File: src/rtl/gpio_cfg_pkg.sv
// gpio_cfg_pkg
//   Shared definitions for the GPIO serial configuration slice:
//   configuration word width, field bit positions, drive-mode encodings,
//   the pad default word, and the shift-state type derived from the bit
//   counter.
package gpio_cfg_pkg;

  localparam int NBITS = 13;

  // Field bit positions inside the configuration word
  localparam int IDX_MGMT_ENA  = 0;
  localparam int IDX_OUT_DIS   = 1;
  localparam int IDX_HOLD_OVR  = 2;
  localparam int IDX_INP_DIS   = 3;
  localparam int IDX_IB_MODE   = 4;
  localparam int IDX_ANA_EN    = 5;
  localparam int IDX_ANA_SEL   = 6;
  localparam int IDX_ANA_POL   = 7;
  localparam int IDX_SLOW_SEL  = 8;
  localparam int IDX_VTRIP_SEL = 9;
  localparam int IDX_DM_LSB    = 10;
  localparam int IDX_DM_MSB    = 12;

  // Pad drive-mode encodings carried in the dm field
  localparam logic [2:0] DM_ANALOG        = 3'b000;
  localparam logic [2:0] DM_INPUT_NOPULL  = 3'b001;
  localparam logic [2:0] DM_INPUT_PULLUP  = 3'b010;
  localparam logic [2:0] DM_OUTPUT_OD_LO  = 3'b011;
  localparam logic [2:0] DM_OUTPUT_OD_HI  = 3'b100;
  localparam logic [2:0] DM_OUTPUT_RES    = 3'b101;
  localparam logic [2:0] DM_OUTPUT_STRONG = 3'b110;
  localparam logic [2:0] DM_INPUT_PULLDN  = 3'b111;

  // Power-on default: input, no pull, output disabled
  localparam logic [NBITS-1:0] GPIO_DEFAULT_WORD = 13'h0402;

  // Bit counter value at which a complete word sits in the shift register
  localparam logic [3:0] CNT_FULL = 4'd13;

  typedef enum logic [1:0] {
    ST_IDLE     = 2'd0,
    ST_SHIFTING = 2'd1,
    ST_ARMED    = 2'd2
  } cfg_state_e;

  // The shift state is not stored; it is a view of the bit counter.
  function automatic cfg_state_e state_of(input logic [3:0] cnt);
    if (cnt == 4'd0)          return ST_IDLE;
    else if (cnt >= CNT_FULL) return ST_ARMED;
    else                      return ST_SHIFTING;
  endfunction

endpackage

File: src/rtl/gpio_cfg_decode.sv
// gpio_cfg_decode
//   Purely combinational split of the active configuration word into the
//   individual pad-control fields.
//   Ports:
//     gpio_config  in  13  active configuration word
//     mgmt_ena .. vtrip_sel  out  1 each  bits 0..9
//     dm           out  3   bits 12:10
module gpio_cfg_decode
  import gpio_cfg_pkg::*;
(
  input  logic [NBITS-1:0] gpio_config,
  output logic             mgmt_ena,
  output logic             out_dis,
  output logic             hold_ovr,
  output logic             inp_dis,
  output logic             ib_mode,
  output logic             ana_en,
  output logic             ana_sel,
  output logic             ana_pol,
  output logic             slow_sel,
  output logic             vtrip_sel,
  output logic [2:0]       dm
);

  assign mgmt_ena  = gpio_config[IDX_MGMT_ENA];
  assign out_dis   = gpio_config[IDX_OUT_DIS];
  assign hold_ovr  = gpio_config[IDX_HOLD_OVR];
  assign inp_dis   = gpio_config[IDX_INP_DIS];
  assign ib_mode   = gpio_config[IDX_IB_MODE];
  assign ana_en    = gpio_config[IDX_ANA_EN];
  assign ana_sel   = gpio_config[IDX_ANA_SEL];
  assign ana_pol   = gpio_config[IDX_ANA_POL];
  assign slow_sel  = gpio_config[IDX_SLOW_SEL];
  assign vtrip_sel = gpio_config[IDX_VTRIP_SEL];
  assign dm        = gpio_config[IDX_DM_MSB:IDX_DM_LSB];

endmodule

File: src/rtl/gpio_serial_config.sv
// gpio_serial_config
//   Serial loader for one GPIO pad configuration word. Bits arrive MSB
//   first on serial_data_in; once 13 have been shifted the word is armed
//   and serial_load commits it. Further shifts while armed keep pushing
//   bits through serial_data_out so words can travel down a chain of pads.
//   Ports:
//     wb_clk_i         in   1   clock
//     wb_rst_i         in   1   synchronous active-high reset
//     gpio_defaults    in   13  pad default word (reset / reload value)
//     serial_data_in   in   1   serial bit
//     serial_shift     in   1   shift strobe
//     serial_load      in   1   commit strobe
//     defaults_reload  in   1   restore-defaults strobe
//     serial_data_out  out  1   MSB of the shift register (chain output)
//     gpio_config      out  13  active configuration word
//     load_done        out  1   commit accepted (one-cycle pulse)
//     load_err         out  1   commit rejected (one-cycle pulse)
//     mgmt_ena .. dm   out      field decode of gpio_config
module gpio_serial_config
  import gpio_cfg_pkg::*;
#(
  parameter int NBITS = gpio_cfg_pkg::NBITS
) (
  input  logic             wb_clk_i,
  input  logic             wb_rst_i,
  input  logic [NBITS-1:0] gpio_defaults,
  input  logic             serial_data_in,
  input  logic             serial_shift,
  input  logic             serial_load,
  input  logic             defaults_reload,
  output logic             serial_data_out,
  output logic [NBITS-1:0] gpio_config,
  output logic             load_done,
  output logic             load_err,
  output logic             mgmt_ena,
  output logic             out_dis,
  output logic             hold_ovr,
  output logic             inp_dis,
  output logic             ib_mode,
  output logic             ana_en,
  output logic             ana_sel,
  output logic             ana_pol,
  output logic             slow_sel,
  output logic             vtrip_sel,
  output logic [2:0]       dm
);

  logic [NBITS-1:0] shift_reg;
  logic [3:0]       bit_cnt;
  cfg_state_e       state;
  logic [3:0]       cnt_base;

  function automatic logic [3:0] sat_inc(input logic [3:0] c);
    return (c >= CNT_FULL) ? CNT_FULL : c + 4'd1;
  endfunction

  assign state = state_of(bit_cnt);

  // A commit or reload restarts counting; a shift in the same cycle is
  // still counted on top of the restart, so the counter lands on 1.
  assign cnt_base = (serial_load || defaults_reload) ? 4'd0 : bit_cnt;

  assign serial_data_out = shift_reg[NBITS-1];

  always_ff @(posedge wb_clk_i) begin
    if (wb_rst_i) begin
      gpio_config <= gpio_defaults;
      shift_reg   <= '0;
      bit_cnt     <= 4'd0;
      load_done   <= 1'b0;
      load_err    <= 1'b0;
    end else begin
      load_done <= 1'b0;
      load_err  <= 1'b0;

      if (serial_shift) begin
        shift_reg <= {shift_reg[NBITS-2:0], serial_data_in};
        bit_cnt   <= sat_inc(cnt_base);
      end else begin
        bit_cnt   <= cnt_base;
      end

      // Commit decision uses the pre-shift state and shift_reg.
      if (defaults_reload) begin
        gpio_config <= gpio_defaults;
      end else if (serial_load) begin
        if (state == ST_ARMED) begin
          gpio_config <= shift_reg;
          load_done   <= 1'b1;
        end else begin
          load_err    <= 1'b1;
        end
      end
    end
  end

  gpio_cfg_decode u_decode (
    .gpio_config (gpio_config),
    .mgmt_ena    (mgmt_ena),
    .out_dis     (out_dis),
    .hold_ovr    (hold_ovr),
    .inp_dis     (inp_dis),
    .ib_mode     (ib_mode),
    .ana_en      (ana_en),
    .ana_sel     (ana_sel),
    .ana_pol     (ana_pol),
    .slow_sel    (slow_sel),
    .vtrip_sel   (vtrip_sel),
    .dm          (dm)
  );

endmodule

File: config.mk
export PLATFORM = sky130hd
export DESIGN_NAME = gpio_serial_config
export DESIGN_NICKNAME = d
export VERILOG_FILES = /design/src/rtl/gpio_cfg_pkg.sv /design/src/rtl/gpio_cfg_decode.sv /design/src/rtl/gpio_serial_config.sv
export SDC_FILE = /design/constraint.sdc
export NUM_CORES = 1
export LEC_CHECK = 0
export ABC_AREA = 1
export ABC_CLOCK_PERIOD_IN_PS = 2050
export BUFFER_PORTS_ARGS = -buffer_cell sky130_fd_sc_hd__clkbuf_2
export CAP_MARGIN = 20
export CORE_ASPECT_RATIO = 0.9
export CORE_MARGIN = 2
export CORE_UTILIZATION = 44
export DETAILED_ROUTE_END_ITERATION = 10
export GPL_TIMING_DRIVEN = 0
export PLACE_DENSITY = 0.82
export SKIP_LAST_GASP = 1
export SLEW_MARGIN = 20
export SYNTH_ARGS = -nofsm -noshare
export SYNTH_HDL_FRONTEND = slang
export SYNTH_SLANG_ARGS = --single-unit
File: constraint.sdc
create_clock -name wb_clk_i -period 2.05 [get_ports wb_clk_i]
set_input_delay 0.3075 -clock wb_clk_i [delete_from_list [all_inputs] [get_ports wb_clk_i]]
set_output_delay 0.3075 -clock wb_clk_i [all_outputs]
set_load 0.02 [all_outputs]
# == After elaboration in Yosys (flattened, before gate mapping) ==
# Cells that the tools add are included.
# word_totals
reg_bits,32
inputBits,19
elab_cells,27
# op_classes
add_sub_neg,1
magnitude_cmp,2
eq_ne,1
muxes,11
bitwise_logic,1
reduce_logical,6
# op_table
operator,n
$mux W13,4
$mux W4,3
$ge A4 B4 Y1 const B,2
$reduce_bool A3 Y1,2
$add A4 B1 Y4 const B,1
$logic_not A4 Y1,1
$mux W2,2
$reduce_or A3 Y1,1
$eq A2 B2 Y1 const B,1
$mux W1,2
$reduce_and A2 Y1,1
$logic_or A1 B1 Y1,1
$not A1 Y1,1

# == Longest topological paths before layout ==
# Gate-level depths: netlist of run 1.
# logic_depth
word_depth,8
mapped_depth,6
depth_no_buf,6

# == By module ==
# Synthesis of run 1 repeated with hierarchy kept, for this count alone.
# unflattened
hier_cells,168
area_unflattened_um2,1426.4
# by_module_without_submodules
mod,instances,cells_per_inst,area_each_um2,seq_area_each_um2
gpio_serial_config,1,155,1328.8,770.7
gpio_cfg_decode,1,13,97.6,0.0

# == Least setup slack after synthesis of run 1 ==
# No wires, ideal clock.
# synth_timing
path_kind,flip-flop to flip-flop
start,reg bit_cnt[0]
end,reg gpio_config[0] (enable)
arrival_time_ns,1.530
t_required_ns,1.649
path_slack_ns,0.119
stages_incl_launch_ff,3
n_path_buf,0
cell_sequence,dfxtp_1 > o211ai_1 > o21ai_0
# synth_between
elab_chain_len,6
elab_cells_between_ends,7
classes_between,1 x order compare; 1 x eq/ne; 2 x mux; 3 x reduce/logical
# synth_lines
element,line_no,rtl
from (decl),gpio_serial_config.sv:49,logic [3:0] bit_cnt;
from (signal assigned),gpio_serial_config.sv:78,bit_cnt <= sat_inc(cnt_base);
from (signal assigned),gpio_serial_config.sv:80,bit_cnt <= cnt_base;
$ge A4 B4 Y1,gpio_cfg_pkg.sv:49,else if (cnt >= CNT_FULL) return ST_ARMED;
$mux W2,gpio_cfg_pkg.sv:49,
$mux W2 *,gpio_cfg_pkg.sv:48,if (cnt == 4'd0) return ST_IDLE;
$eq A2 B2 Y1 *,gpio_serial_config.sv:87,if (state == ST_ARMED) begin
$reduce_bool A3 Y1 (no line) *,-,
$reduce_and A2 Y1 (no line) *,-,
to (signal assigned),gpio_serial_config.sv:67,gpio_config <= gpio_defaults;
to (signal assigned),gpio_serial_config.sv:85,gpio_config <= gpio_defaults;
to (signal assigned),gpio_serial_config.sv:88,gpio_config <= shift_reg;
to (decl),gpio_serial_config.sv:32,"output logic [NBITS-1:0] gpio_config,"
# Mark *: on every way between the ends. The rest lies on a longest branch, timed or not.
# A chain may end at the register's enable or synchronous reset.

# == Worst setup path in the final report of run 1 ==
# layout_timing
start,reg bit_cnt[0]
end,reg gpio_config[12] (enable)
# Same word-level chain as after synthesis.

==> results of run 1 <==
-- cell usage in the layout (no fill, tap or decap) --
master,instances
sky130_fd_sc_hd__a21oi_1,2
sky130_fd_sc_hd__buf_2,2
sky130_fd_sc_hd__buf_4,16
sky130_fd_sc_hd__buf_6,1
sky130_fd_sc_hd__clkbuf_1,1
sky130_fd_sc_hd__clkbuf_2,47
sky130_fd_sc_hd__clkbuf_4,5
sky130_fd_sc_hd__clkbuf_8,2
sky130_fd_sc_hd__dfxtp_1,19
sky130_fd_sc_hd__edfxtp_1,13
sky130_fd_sc_hd__inv_1,4
sky130_fd_sc_hd__inv_2,3
sky130_fd_sc_hd__nand2_1,47
sky130_fd_sc_hd__nand2_2,1
sky130_fd_sc_hd__nand3_1,1
sky130_fd_sc_hd__nand4_1,1
sky130_fd_sc_hd__nand4_2,1
sky130_fd_sc_hd__nor2_1,34
sky130_fd_sc_hd__nor2_2,1
sky130_fd_sc_hd__nor2_4,2
sky130_fd_sc_hd__nor3_1,1
sky130_fd_sc_hd__nor3_2,1
sky130_fd_sc_hd__o211ai_1,1
sky130_fd_sc_hd__o21ai_0,9
sky130_fd_sc_hd__o21ai_1,6
-- cell families after synthesis --
| group | after synthesis | synth area share |
|---|---|---|
| buf+inv | 25 | 0.114 |
| compound gates | 18 | 0.0661 |
| simple gates | 90 | 0.270 |
| flops | 32 | 0.550 |
-- routing by layer --
| metal | share of wire | vias to the layer above | global-route usage |
|---|---|---|---|
| li1 | - | 626 | - |
| met1 | 0.45 | 511 | 0.183 |
| met5 | 0 | - | 0 |
| met4 | 0.022 | 0 | 0.0932 |
| met3 | 0.070 | 7 | 0.0572 |
| met2 | 0.46 | 35 | 0.245 |
-- worst paths after layout --
kind / startpoint / endpoint / slack, ns / cells after the start
max: bit_cnt[0]$_SDFF_PP0_ / gpio_config[12]$_DFFE_PP_ / 0.51 / 3
min: serial_data_in / shift_reg[0]$_SDFFE_PP0P_ / 0.20 / 3
max reg2reg: bit_cnt[0]$_SDFF_PP0_ / gpio_config[12]$_DFFE_PP_ / 0.51 / 3
min reg2reg: shift_reg[2]$_SDFFE_PP0P_ / shift_reg[3]$_SDFFE_PP0P_ / 0.50 / 2
-- power by group through the flow --
stage                     sequential, uW  clock [uW]  combinational (uW)
after floorplan                      777           0                 129
after global placement               747           0                 235
after detailed placement             749           0                 240
after CTS                            734         414                 241
after global routing                 740         440                 262
final                                734         409                 238
-- per-stage QoR --
step	setup slack (ns)	hold slack, ns	area (um^2)
after floorplan	0.119	0.380	1400
after global routing	0.414	0.191	1770
final	0.508	0.197	1770
after detailed placement	0.534	0.496	1700
after global placement	-0.224	0.496	1690
after CTS	0.509	0.186	1770
-- worst reg2reg max path, delay by kind of cell, from the launching register on --
family | cells | cell delay, ns
compound gates | 2 | 0.55
buf+inv | 1 | 0.26
flops | 1 | 0.43
-- cell type report --
class                           instances  area (um^2)
Fill cell                             290         1280
Sequential cell                        32          771
Multi-Input combinational cell        108          470
Timing Repair Buffer                   48          243
Buffer                                 18          134
Clock buffer                            8         68.8
Tap cell                               42         52.6
Inverter                                7         26.3
==> impl_metrics.tcl, run 1 <==
set metrics [dict create \
    unique_cell_type_count_in_the_yosys_netlist 21 \
    wirelength_mm 2.50 \
    fin_skew_ns 0.00691 \
    synth_sequential_area_ratio 0.550 \
    post_cts_setup_inserts 0 \
    setup_total_negative_slack_ns 0 \
    worstMarginPinSlew_ns 0.372 \
    ys_async_sr_fraction 0 \
    clkSinkCount 32 \
    top_cell_type_s_share_of_synthesized_area 0.279 \
    netlist_instances 165 \
    type_of_destination_of_the_critical_path "flip-flop" \
    gp_congestion 0.763 \
    global_route.usage.total 0.155 \
    final_max_slew_viols 0 \
    overall_die_area_um2 3650 \
    grt_first_pass_wirelength_mm 4.27 \
    std_cell_rows 19 \
    finish_stage_setup_viols 0 \
    holdCritPathClass "in2reg" \
    number_of_i_o_port_buffers 47 \
    drv.max_cap_violation_count 0 \
    irDropWorstVdd_uv 312 \
    initial_utilization 0.461 \
    crit_path_max_incr_delay_ns 0.43 \
    synth_area_leader_cell "sky130_fd_sc_hd__edfxtp_1" \
    power_frac_seq 0.531 \
    dieWidth_um 63.5 \
    min_period_over_period 0.752 \
    share_clk_of_total_power 0.296 \
    synth_seq_cells 32 \
    syn_area_per_cell_um2 8.49 \
    firstDrtPassIters 4 \
    cts_tree "done" \
    ys.flop_type "sky130_fd_sc_hd__dfxtp_1" \
    logic_gate_share_of_total_power 0.173 \
    crit_fanout 10 \
    antenna-diode-count 0 \
    slowest_stage "sky130_fd_sc_hd__dfxtp_1" \
    dieHeight_um 57.5 \
    cp_num_buf_inv 1 \
    power.internal_uw 1010 \
    crit_arrival_ns 1.59 \
    grt_overflow 0 \
    netlist_area_um2 1400 \
    wire_per_inst_um 9.51 \
    htreeDepth 2 \
    p_per_area_nw_per_um2 782 \
    synth_enable_flop_cells 13 \
    hold_buffers 0 \
    path_cells "o211ai_1, o21ai_1, buf_4" \
    critical-path-top-delay-family "compound AO/OA/AOI/OAI gates" \
    post_synth_main_area_contributors "sky130_fd_sc_hd__edfxtp_1 (28%), sky130_fd_sc_hd__dfxtp_1 (27%), sky130_fd_sc_hd__nand2_1 (13%)" \
    finalNetCount 239 \
    grt_setup_unrepaired "no" \
    total_switching_power_uw 374 \
    post_cts.resized_instances 0 \
    synthesis.yosys.warnings 0 \
    hold_viol_final 0 \
    max_clock_freq_ghz 0.648 \
    antenna_violations_before_repair 0 \
    cts_buffer_depth 2 \
    placedCellCount 255 \
    post-synth-top-count-cell "sky130_fd_sc_hd__nand2_1" \
    pin_count 48 \
    maximum_number_of_pins_on_one_net_before_global_route_repair 11 \
    outcome "finished, final reports clean" \
    drt_drc_violations_left 0 \
    slew_headroom 0.751 \
    synth.top_cells.by_count "sky130_fd_sc_hd__nand2_1 (47), sky130_fd_sc_hd__nor2_1 (34), sky130_fd_sc_hd__dfxtp_1 (19), sky130_fd_sc_hd__buf_4 (15), sky130_fd_sc_hd__edfxtp_1 (13)" \
    area_delta_synth_final_pct 26.0 \
    cts.reportedPaths.clkPinSlew_ns 0.09 \
    finalCriticalPeriod_ns 1.54 \
    cts_bufs_inserted 5 \
    total_number_of_vias 1179 \
    worstSetupStartpointType "flip-flop" \
    worstSkewPairLatency_ns 0.33 \
    drt.antenna.violating_nets 0 \
    grt_pass1_vias 987 \
    detailed_placement_hpwl_mm 1.92 \
    final_util 0.580 \
    drt-vias-per-instance 4.48 \
    share_of_post_route_cells_with_drive_strength_above_1 0.371 \
    p_leak_uw 0.000886 \
    initial_drc_count 22 \
    total_power_uw 1380 \
    synthesis.nets 184 \
    sw_frac_of_total 0.271 \
    setup.worst_path.class "reg2reg" \
    stdcell_count 263 \
    design.core.area_um2 3040 \
    critical_path_required_ns 2.09 \
    clock_tree.root_cell "sky130_fd_sc_hd__clkbuf_4" \
]
Note: power is estimated with default switching activity, not from simulation.
==> run 2: changes to the inputs <==
--- a/config.mk
+++ b/config.mk
@@ -6,7 +6,7 @@
 export NUM_CORES = 1
 export LEC_CHECK = 0
 export ABC_AREA = 1
-export ABC_CLOCK_PERIOD_IN_PS = 2050
+export ABC_CLOCK_PERIOD_IN_PS = 1400
 export BUFFER_PORTS_ARGS = -buffer_cell sky130_fd_sc_hd__clkbuf_2
 export CAP_MARGIN = 20
 export CORE_ASPECT_RATIO = 0.9
==> constraint.sdc (replaced) <==
create_clock -name wb_clk_i -period 1.4 [get_ports wb_clk_i]
set_input_delay 0.21 -clock wb_clk_i [delete_from_list [all_inputs] [get_ports wb_clk_i]]
set_output_delay 0.21 -clock wb_clk_i [all_outputs]
set_load 0.02 [all_outputs]
==> run 2 against run 1 <==
  * Hold slack worse by 0.078 ns
  * Cell count stayed put
  * Global-route usage is 0.26 points higher
  * Setup slack worse by 0.42 ns
  * Clock skew down 0.00080 ns
  * Register-to-register slack worse by 0.42 ns
  * Sequential power increased by 46%
  * Sequential share of layout area fell by 0.73 points
  * Wire length rose by 4.9%
  * Critical path depth did not move
  * Highest routed layer unchanged
  * Critical path type unchanged
==> impl_metrics.tcl, run 2 (synthesis gave the netlist of run 1 again) <==
set metrics [dict create \
    grt_setup_unrepaired "no" \
    fin_skew_ns 0.00611 \
    timing.hold.worst.start "serial_data_in" \
    worstMarginPinSlew_ns 0.480 \
    dieWidth_um 63.5 \
    p_leak_uw 0.000896 \
    maximum_number_of_pins_on_one_net_before_global_route_repair 14 \
    detailed_placement_hpwl_mm 2.01 \
    drt_drc_violations_left 0 \
    holdCritPathClass "in2reg" \
    grt_first_pass_wirelength_mm 4.28 \
    final_cell_mix "sky130_fd_sc_hd__nand2_1 (47), sky130_fd_sc_hd__clkbuf_2 (47), sky130_fd_sc_hd__nor2_1 (34)" \
    antenna_violations_before_repair 0 \
    drt.antenna.violating_nets 0 \
    drv.max_cap_violation_count 0 \
    grt_pass1_vias 965 \
    pin_count 48 \
    final_util 0.590 \
    hold_viol_final 0 \
    max_clock_freq_ghz 0.765 \
    wirelength_mm 2.62 \
    cts_buffer_depth 2 \
    cts.reportedPaths.clkPinSlew_ns 0.09 \
    outcome "finished, final reports clean" \
    crit_fanout 13 \
    worst-r2r-setup-slack_ns 0.09 \
    worstSetupStartpointType "flip-flop" \
    gp_congestion 0.783 \
    grt_overflow 0 \
    share_clk_of_total_power 0.314 \
    p_per_area_nw_per_um2 1160 \
    initial_utilization 0.461 \
    crit_arrival_ns 1.36 \
    worst_setup_path_endpoint "gpio_config[9]$_DFFE_PP_" \
    timing.hold.ws_ns 0.119 \
    clock_tree.root_cell "sky130_fd_sc_hd__clkbuf_4" \
    dieHeight_um 57.5 \
    min_period_over_period 0.934 \
    stdcell_count 263 \
    timing.critical_path.from "bit_cnt[0]$_SDFF_PP0_" \
    total_number_of_vias 1170 \
    logic_gate_share_of_total_power 0.172 \
    sw_frac_of_total 0.259 \
    number_of_i_o_port_buffers 47 \
    overall_die_area_um2 3650 \
    slew_headroom 0.679 \
    placedCellCount 254 \
    critical_path_required_ns 1.45 \
    clkSinkCount 32 \
    finish_stage_setup_viols 0 \
    cts_bufs_inserted 5 \
    std_cell_rows 19 \
    type_of_destination_of_the_critical_path "flip-flop" \
    antenna-diode-count 0 \
    share_of_post_route_cells_with_drive_strength_above_1 0.371 \
    power_frac_seq 0.514 \
    global_route.usage.total 0.158 \
    setup.worst_path.class "reg2reg" \
    drt-vias-per-instance 4.45 \
    regToRegStartpoint "bit_cnt[0]$_SDFF_PP0_" \
    finalCriticalPeriod_ns 1.31 \
    cts_tree "done" \
    total_switching_power_uw 541 \
    initial_drc_count 21 \
    filler_cell_count 287 \
    firstDrtPassIters 4 \
    reg2regPathDepth 3 \
    irDropWorstVdd_uv 704 \
    area_delta_synth_final_pct 28.1 \
    design.core.area_um2 3040 \
    r2r_end "gpio_config[9]$_DFFE_PP_" \
    finalNetCount 239 \
    timing.final.ws_setup_ns 0.0922 \
    wire_per_inst_um 9.97 \
    power.internal_uw 1550 \
    htreeDepth 2 \
    dp_worst_setup_slack_ns -0.133 \
    worstSkewPairLatency_ns 0.33 \
    final_max_slew_viols 0 \
]
run 2: power groups by stage:
stage,combinational [uW],sequential (uW),clock [uW]
finish,359,1070,657
CTS,361,1070,666
global placement,345,1090,0
global route,390,1080,710
floorplan,190,1140,0
detailed placement,352,1100,0
run 2: stage by stage:
stage | setup TNS (ns) | total power [uW] | cell area, um^2
final | 0 | 2090 | 1800
after global routing | 0 | 2180 | 1800
after global placement | -1.58 | 1440 | 1690
after floorplan | 0 | 1330 | 1410
after detailed placement | -1.72 | 1450 | 1690
after CTS | 0 | 2100 | 1800
run 2: worst min path at each step:
stage / slack, ns / end / cells after the start
5_1_grt: 0.11 / shift_reg[0]$_SDFFE_PP0P_ / 3
6_report: 0.12 / shift_reg[0]$_SDFFE_PP0P_ / 3
3_3_place_gp: 0.43 / shift_reg[0]$_SDFFE_PP0P_ / 3
4_1_cts: 0.11 / shift_reg[0]$_SDFFE_PP0P_ / 3
3_5_place_dp: 0.46 / shift_reg[0]$_SDFFE_PP0P_ / 3
2_1_floorplan: 0.28 / bit_cnt[3]$_SDFF_PP0_ / 1
run 2: layout make-up:
type                       count  area (um^2)  share of cell area
clock buffer                   5         37.5              0.0209
multi-input combinational    108          482               0.268
tap                           42         52.6              0.0293
buffer                        18          134              0.0746
timing repair buffer          48          255               0.142
clock inverter                 3         37.5              0.0209
inverter                       7         26.3              0.0146
sequential                    32          771               0.429
run 2: critical path, stage by stage, from the launching register on:
cell and delay, ns:
sky130_fd_sc_hd__dfxtp_1 0.43, sky130_fd_sc_hd__o211ai_1 0.23, sky130_fd_sc_hd__o21ai_4 0.22, sky130_fd_sc_hd__buf_12 0.15
run 2: timing repair:
item	CTS	global route
setup buffers	1	0
endpoints found under the setup margin	13	0
gates resized for setup	1	0
hold buffers	0	0
run 2: routing by layer:
metal | track usage | routed length (um) | share of wire | vias to the layer above
met5 | 0 | 0 | 0 | -
met2 | 0.259 | 1240 | 0.47 | 38
met3 | 0.0671 | 188 | 0.072 | 5
li1 | - | - | - | 626
met1 | 0.176 | 1140 | 0.43 | 501
met4 | 0.0839 | 60 | 0.023 | 0
